$ cat config.mk
export PLATFORM = sky130hd
export DESIGN_NAME = pipe_credit_sink
export DESIGN_NICKNAME = d
export VERILOG_FILES = /design/src/rtl/pipe_credit_sink.sv
export SDC_FILE = /design/constraint.sdc
export NUM_CORES = 1
export LEC_CHECK = 0
export ABC_CLOCK_PERIOD_IN_PS = 3100
export BUFFER_PORTS_ARGS = -buffer_cell sky130_fd_sc_hd__buf_2
export CAP_MARGIN = 20
export CORE_MARGIN = 2
export CORE_UTILIZATION = 56
export DETAILED_ROUTE_END_ITERATION = 16
export GPL_TIMING_DRIVEN = 0
export PLACE_DENSITY = 0.78
export SYNTH_ARGS = -nofsm -noshare
export SYNTH_HDL_FRONTEND = slang
export SYNTH_SLANG_ARGS = --single-unit
$ cat constraint.sdc
create_clock -name clk -period 3.1 [get_ports clk]
set_clock_uncertainty 0.2 [all_clocks]
set_input_delay 0.465 -clock clk [delete_from_list [all_inputs] [get_ports clk]]
set_output_delay 0.465 -clock clk [all_outputs]
set_load 0.005 [all_outputs]
$ cat src/rtl/pipe_credit_sink.sv
// pipe_credit_sink: receive-side endpoint of a credit-controlled, non-stallable pipe.
// Beats arriving on in_valid/in_data are buffered in a DEPTH-entry FIFO and
// presented downstream first-word-fall-through with valid/ready. Every dequeue
// returns one credit upstream as a registered one-cycle pulse on credit_out.
//
// Ports:
//   clk        clock
//   reset      synchronous, active-high reset
//   in_valid   beat arriving from upstream this cycle (no backpressure)
//   in_data    arriving payload
//   out_valid  buffer non-empty
//   out_data   head-of-queue payload (don't-care while out_valid=0)
//   out_ready  downstream accepts the head entry
//   credit_out one-cycle pulse per dequeue, one cycle after the dequeue
//   count      current occupancy, 0..DEPTH
//   overflow   sticky: a beat arrived while full with no dequeue (dropped)
module pipe_credit_sink #(
    parameter int unsigned DATAW = 32,
    parameter int unsigned DEPTH = 4,
    localparam int unsigned CNTW = $clog2(DEPTH + 1)
) (
    input  logic             clk,
    input  logic             reset,
    input  logic             in_valid,
    input  logic [DATAW-1:0] in_data,
    output logic             out_valid,
    output logic [DATAW-1:0] out_data,
    input  logic             out_ready,
    output logic             credit_out,
    output logic [CNTW-1:0]  count,
    output logic             overflow
);

    localparam int unsigned PTRW = (DEPTH > 1) ? $clog2(DEPTH) : 1;
    localparam logic [PTRW-1:0] LastPtr = PTRW'(DEPTH - 1);
    localparam logic [CNTW-1:0] FullCnt = CNTW'(DEPTH);

    logic [DATAW-1:0] mem [DEPTH];
    logic [PTRW-1:0]  wptr;
    logic [PTRW-1:0]  rptr;
    logic [PTRW-1:0]  wptr_next;
    logic [PTRW-1:0]  rptr_next;
    logic             full;
    logic             deq;
    logic             enq;
    logic             drop;

    always_comb begin
        full      = (count == FullCnt);
        out_valid = (count != '0);
        out_data  = mem[rptr];
        deq       = out_valid & out_ready;
        // A dequeue in the same cycle frees the slot, so a full buffer still accepts.
        enq       = in_valid & (~full | deq);
        drop      = in_valid & full & ~deq;
        // Explicit wrap so non-power-of-2 depths work.
        wptr_next = (wptr == LastPtr) ? '0 : wptr + PTRW'(1);
        rptr_next = (rptr == LastPtr) ? '0 : rptr + PTRW'(1);
    end

    // Storage is intentionally not reset.
    always_ff @(posedge clk) begin
        if (enq) begin
            mem[wptr] <= in_data;
        end
    end

    always_ff @(posedge clk) begin
        if (reset) begin
            wptr       <= '0;
            rptr       <= '0;
            count      <= '0;
            credit_out <= 1'b0;
            overflow   <= 1'b0;
        end else begin
            if (enq) begin
                wptr <= wptr_next;
            end
            if (deq) begin
                rptr <= rptr_next;
            end
            if (enq && !deq) begin
                count <= count + CNTW'(1);
            end else if (deq && !enq) begin
                count <= count - CNTW'(1);
            end
            credit_out <= deq;
            if (drop) begin
                overflow <= 1'b1;
            end
        end
    end

`ifndef SYNTHESIS
    always_ff @(posedge clk) begin
        if (!reset) begin
            assert (count <= FullCnt)
                else $error("count exceeds DEPTH");
            if (out_valid) begin
                assert (!$isunknown(out_data))
                    else $error("out_data unknown while out_valid");
            end
        end
    end

    assert property (@(posedge clk) disable iff (reset) $rose(overflow) |-> $past(drop))
        else $error("overflow rose without a drop");
`endif

endmodule

# Word-level counts from Yosys, hierarchy flattened
# Memory sizes are Yosys's and may differ from the RTL's. A register that Yosys moved wholly into a read port is not among the register bits.
# Cells that the tools add are included.
# W data, S select, Z words.
word_totals:
  reg_bits: 9
  ramBits: 128
  in_bits: 36
  output_inout_bits: 38
  word_cells: 34
  mem_count: 1
mem_list:
  columns: ["memory", "depth", "width", "read_ports", "rd_clocked_by_memory_dff", "write_ports", "line", "text"]
  rows:
  - ["mem", 4, 32, 1, 1, 1, "38", "logic [DATAW-1:0] mem [DEPTH];"]
op_classes:
  n_addsub: 4
  eq_ne: 3
  muxes: 8
  n_bitwise: 7
  reduce_logical: 6
ops:
  columns: ["cell", "count"]
  rows:
  - ["$mux W2", 4]
  - ["$mux W3", 2]
  - ["$add A2 B1 Y2 const B", 2]
  - ["$and A1 B1 Y1", 4]
  - ["$eq A2 B2 Y1 const B", 2]
  - ["$add A3 B1 Y3 const B", 1]
  - ["$eq A3 B3 Y1 const B", 1]
  - ["$reduce_bool A3 Y1", 1]
  - ["$sub A3 B1 Y3 const B", 1]
  - ["$logic_and A1 B1 Y1", 2]
  - ["$logic_not A1 Y1", 2]
  - ["$mux W1", 2]
  - ["$not A1 Y1", 2]
  - ["$reduce_bool A2 Y1", 1]
  - ["$or A1 B1 Y1", 1]

# Longest topological paths before layout
depth:
  depth_word: 8
  depth_mapped: 8
  mapped_depth_nobuf: 8

# Worst setup path before layout
# Ideal clock, no wire load.
synth_timing:
  kind: "flip-flop to flip-flop"
  start: "reg count[0]"
  end: "reg count[2]"
  setup_ns: 0.071
  arrival_time_ns: 1.990
  required_ns: 2.829
  path_slack_ns: 0.839
  stages_incl_launch_ff: 8
  path_buffers: 0
  period_less_slack_ns: 2.261
  path_cell_list: "dfxtp_1 > o31ai_2 > ha_1 > inv_1 > fa_1 > xor2_1 > or3_1 > a21oi_1"
synth_via:
  elab_chain_cells: 7
  elab_cells_between_ends: 15
  cone_classes: "2 x add/sub; 1 x eq/ne; 2 x mux; 4 x bitwise; 6 x reduce/logical"
synth_lines:
  columns: ["item", "line", "text"]
  rows:
  - ["from (decl)", "30", "output logic [CNTW-1:0] count,"]
  - ["from (signal assigned)", "83", "count <= count + CNTW'(1);"]
  - ["from (signal assigned)", "85", "count <= count - CNTW'(1);"]
  - ["$reduce_bool A3 Y1 or $eq A3 B3 Y1 (tied branches)", "50, 49", null]
  - ["$and A1 B1 Y1 or $not A1 Y1 (tied branches)", "52, 54", null]
  - ["$or A1 B1 Y1", "54", "enq = in_valid & (~full | deq);"]
  - ["$and A1 B1 Y1", "54", null]
  - ["$logic_not A1 Y1", "84", "end else if (deq && !enq) begin"]
  - ["$logic_and A1 B1 Y1", "84", null]
  - ["$reduce_bool A2 Y1 (no source line)", null, null]
# Parallel ways exist; a longest one is shown, timed or not. The select of a mux whose other input is x is not followed.
# A chain may end at the register's enable or synchronous reset.

==> reports/metrics.json <==
{
  "run_status": {"value": "finished, final reports clean"},
  "power.leakage": {"value": 0.002313, "unit": "uW"},
  "grt_util_all_layers": {"value": 0.1799},
  "postSynthCellCount": {"value": 221},
  "gp_congestion": {"value": 0.7326},
  "cts_sinks": {"value": 139},
  "clockBufferDepth": {"value": 2},
  "detail_route.iter0.violations": {"value": 144},
  "synth_top_cell_area_share": {"value": 0.7456},
  "grt_setup_unrepaired": {"value": "no"},
  "synth_warnings": {"value": 0},
  "layout-drive-gt1-share": {"value": 0.4174},
  "pin_slew_with_the_least_headroom_to_its_limit": {"value": 0.8477, "unit": "ns"},
  "cp.required": {"value": 2.43, "unit": "ns"},
  "post_cts_setup_repair_buffer_count": {"value": 0},
  "hold_path.class": {"value": "in2reg"},
  "final_hold_viol_count": {"value": 0},
  "first_pass_grt_wire_length": {"value": 13.11, "unit": "mm"},
  "vias_in_the_first_global_route": {"value": 2605},
  "core.rowCount": {"value": 35},
  "routed_via_density": {"value": 5.393},
  "critical_path.max_fanout": {"value": 10},
  "route.detailed.drc": {"value": 0},
  "drt.antenna.violating_nets": {"value": 0},
  "period_minus_slack": {"value": 2.548, "unit": "ns"},
  "clock_insertion_delay_worst_skew": {"value": 0.50, "unit": "ns"},
  "postSynth.asyncResetShare": {"value": 0},
  "clkTransAtPathRegs": {"value": 0.06, "unit": "ns"},
  "critical_path_class": {"value": "reg2out"},
  "detailed_place.area": {"value": 5659, "unit": "um^2"},
  "yosysUniqueCellTypes": {"value": 24},
  "rr_startpoint": {"value": "count[0]$_SDFFE_PP0P_"},
  "setup_total_negative_slack": {"value": 0, "unit": "ns"},
  "tritoncts": {"value": "yes"},
  "antenna_cells_inserted": {"value": 0},
  "nets": {"value": 387},
  "max-cap-violations": {"value": 0},
  "vias": {"value": 2524},
  "final_min_period_over_clock_period": {"value": 0.8218},
  "htree_num_levels": {"value": 4},
  "drt-total-wl": {"value": 8.339, "unit": "mm"},
  "timing.hold.worst.start": {"value": "in_valid"},
  "maxClockFrequency": {"value": 392.5, "unit": "MHz"},
  "post-route-cell-area": {"value": 6544, "unit": "um^2"},
  "die_height": {"value": 99.95, "unit": "um"},
  "syn-cell-area": {"value": 5155, "unit": "um^2"},
  "drt-pass1-iter-count": {"value": 4},
  "area.growth.synth_to_final": {"value": 26.94, "unit": "%"},
  "placeableCoreArea": {"value": 9065, "unit": "um^2"},
  "max-slew-margin-rel": {"value": 0.4348},
  "setup-violations-final": {"value": 0},
  "placement.io_buffers": {"value": 72},
  "post_synth.cell_area_avg": {"value": 23.33, "unit": "um^2"},
  "grt_antenna_before_repair": {"value": 0},
  "number_of_buffers_created_by_cts": {"value": 17},
  "initial_cell_density_of_the_core": {"value": 0.5687},
  "synth_enable_flop_cells": {"value": 128},
  "largest_vdd_supply_drop": {"value": 0.3944, "unit": "mV"},
  "die_x": {"value": 99.95, "unit": "um"},
  "synth_fp_nets": {"value": 264},
  "synth_sequential_area_ratio": {"value": 0.7883},
  "clockRootBuffer": {"value": "sky130_fd_sc_hd__clkbuf_8"},
  "dominantRegCellSynth": {"value": "sky130_fd_sc_hd__edfxtp_1"},
  "dp_hpwl": {"value": 4.685, "unit": "mm"},
  "final_max_slew_viol_count": {"value": 0},
  "wl_per_cell": {"value": 17.82, "unit": "um"},
  "grt.overflow.total": {"value": 0},
  "synth_largest_area_cell": {"value": "sky130_fd_sc_hd__edfxtp_1"},
  "ys_seq_elements": {"value": 139},
  "setup.worst_path.start_class": {"value": "flop"},
  "yosys-top-cells-area": {"value": "sky130_fd_sc_hd__edfxtp_1, sky130_fd_sc_hd__mux4_2, sky130_fd_sc_hd__dfxtp_1"},
  "cp_data_arrival_time": {"value": 1.88, "unit": "ns"},
  "dieArea": {"value": 9989, "unit": "um^2"},
  "power.density_cell_area": {"value": 779.5, "unit": "nW/um^2"},
  "critical_path.endpoint_type": {"value": "output port"},
  "floorplan.io_pins": {"value": 74},
  "grt_start_max_net_pins": {"value": 33}
}
## Yosys cell counts (2+ instances only)
cell                         n
sky130_fd_sc_hd__buf_2       4
sky130_fd_sc_hd__o21ai_0     2
sky130_fd_sc_hd__and3_1      4
sky130_fd_sc_hd__mux4_2     32
sky130_fd_sc_hd__xor2_1      2
sky130_fd_sc_hd__buf_6       3
sky130_fd_sc_hd__nor2_1      6
sky130_fd_sc_hd__nand3_1     2
sky130_fd_sc_hd__mux2i_1     2
sky130_fd_sc_hd__ha_1        6
sky130_fd_sc_hd__dfxtp_1    11
sky130_fd_sc_hd__or3_1       2
sky130_fd_sc_hd__edfxtp_1  128
sky130_fd_sc_hd__a21oi_1     4
sky130_fd_sc_hd__inv_1       4
## routing by layer
layer  vias up  track usage  routed length, um
li1       1178            -                  -
met1      1281       0.2345               3658
met2        58       0.2921               4250
met3         7      0.04526                349
met4         0      0.07903                 81
met5         -            0                  0
## flip-flops by register name, summed over array words and instances (netlist names), named ones only
| signal | count |
|---|---|
| count | 3 |
| credit_out | 1 |
| mem | 128 |
| overflow | 1 |
| rptr | 2 |
| wptr | 2 |
## worst max-delay path, stage by stage (launching register included)
cell and delay, ns:
sky130_fd_sc_hd__dfxtp_1 0.30, sky130_fd_sc_hd__buf_2 0.19, sky130_fd_sc_hd__buf_6 0.21, sky130_fd_sc_hd__mux4_2 0.54
sky130_fd_sc_hd__buf_2 0.15
## final cells by class
| class | count | area [um^2] |
|---|---|---|
| flip-flops and latches | 139 | 4064 |
| clock buffers | 19 | 421.7 |
| multi-input cells | 70 | 1023 |
| repair buffers | 104 | 680.7 |
| clock inverters | 13 | 142.6 |
| plain buffers | 8 | 57.56 |
| fillers | 543 | 2521 |
| inverters | 4 | 15.01 |
| well taps | 111 | 138.9 |
## report_power, final
group          total (uW)  internal [uW]  switching, uW
Sequential           2300           2230           70.9
Clock                1890           1150            737
Combinational         916            499            417
Total                5100           3870           1230
## path summary, 6_finish.rpt
| kind | to | slack (ns) | depth (start not counted) |
|---|---|---|---|
| worst max-delay path | out_data[23] | 0.55 | 4 |
| worst min-delay path | wptr[0]$_SDFFE_PP0P_ | 0.07 | 3 |
| worst max register to register | count[2]$_SDFFE_PP0P_ | 0.67 | 7 |
| worst min register to register | overflow$_SDFFE_PP0P_ | 0.27 | 2 |
## placed cells by master (no fill, tap or decap), types with 2 or more instances in the layout
master | netlist | final
sky130_fd_sc_hd__mux2i_1 | 2 | 2
sky130_fd_sc_hd__bufinv_16 | 0 | 2
sky130_fd_sc_hd__clkbuf_16 | 0 | 16
sky130_fd_sc_hd__clkinvlp_4 | 0 | 5
sky130_fd_sc_hd__inv_6 | 0 | 3
sky130_fd_sc_hd__buf_6 | 3 | 3
sky130_fd_sc_hd__mux4_2 | 32 | 32
sky130_fd_sc_hd__buf_2 | 4 | 76
sky130_fd_sc_hd__xor2_1 | 2 | 2
sky130_fd_sc_hd__nand3_1 | 2 | 2
sky130_fd_sc_hd__o21ai_0 | 2 | 2
sky130_fd_sc_hd__dfxtp_1 | 11 | 11
sky130_fd_sc_hd__or3_1 | 2 | 2
sky130_fd_sc_hd__and3_2 | 0 | 4
sky130_fd_sc_hd__nor2_1 | 6 | 6
sky130_fd_sc_hd__clkbuf_1 | 1 | 3
sky130_fd_sc_hd__inv_1 | 4 | 4
sky130_fd_sc_hd__clkinv_2 | 0 | 2
sky130_fd_sc_hd__dlygate4sd3_1 | 0 | 32
sky130_fd_sc_hd__edfxtp_1 | 128 | 128
sky130_fd_sc_hd__a21oi_1 | 4 | 4
sky130_fd_sc_hd__ha_1 | 6 | 6
## repair_timing
| item | 4_1_cts | 5_1_grt |
|---|---|---|
| gates resized for setup | 0 | 0 |
| hold endpoints to repair | 128 | 0 |
| hold buffers | 32 | 0 |
## cells by family (layout without fill, tap and decap cells)
logic type / count (synthesis) / in the layout / share of synthesized area
AO/OA/AOI/OAI: 8 / 8 / 0.009709
XOR/XNOR: 2 / 2 / 0.003399
adder cells (fa/ha/maj): 7 / 7 / 0.01845
buffers and inverters: 12 / 148 / 0.01408
flip-flops: 139 / 139 / 0.7883
multiplexers: 34 / 34 / 0.1437
AND/OR/NAND/NOR: 19 / 19 / 0.02233
## metrics by stage
stage | power (uW) | hold slack (ns) | utilization | instances | worst slack (ns)
detailed placement | 3242 | 0.2664 | 0.6243 | 404 | 0.6769
global placement | 3226 | 0.2513 | 0.6237 | 404 | 0.3555
floorplan | 2909 | 0.2604 | - | 221 | 0.8393
global route | 5336 | 0.07523 | 0.7219 | 468 | 0.4382
CTS | 5164 | 0.04683 | 0.7219 | 468 | 0.4949
finish | 5101 | 0.06907 | 0.7219 | 468 | 0.5523
(Power assumes the default switching activity.)
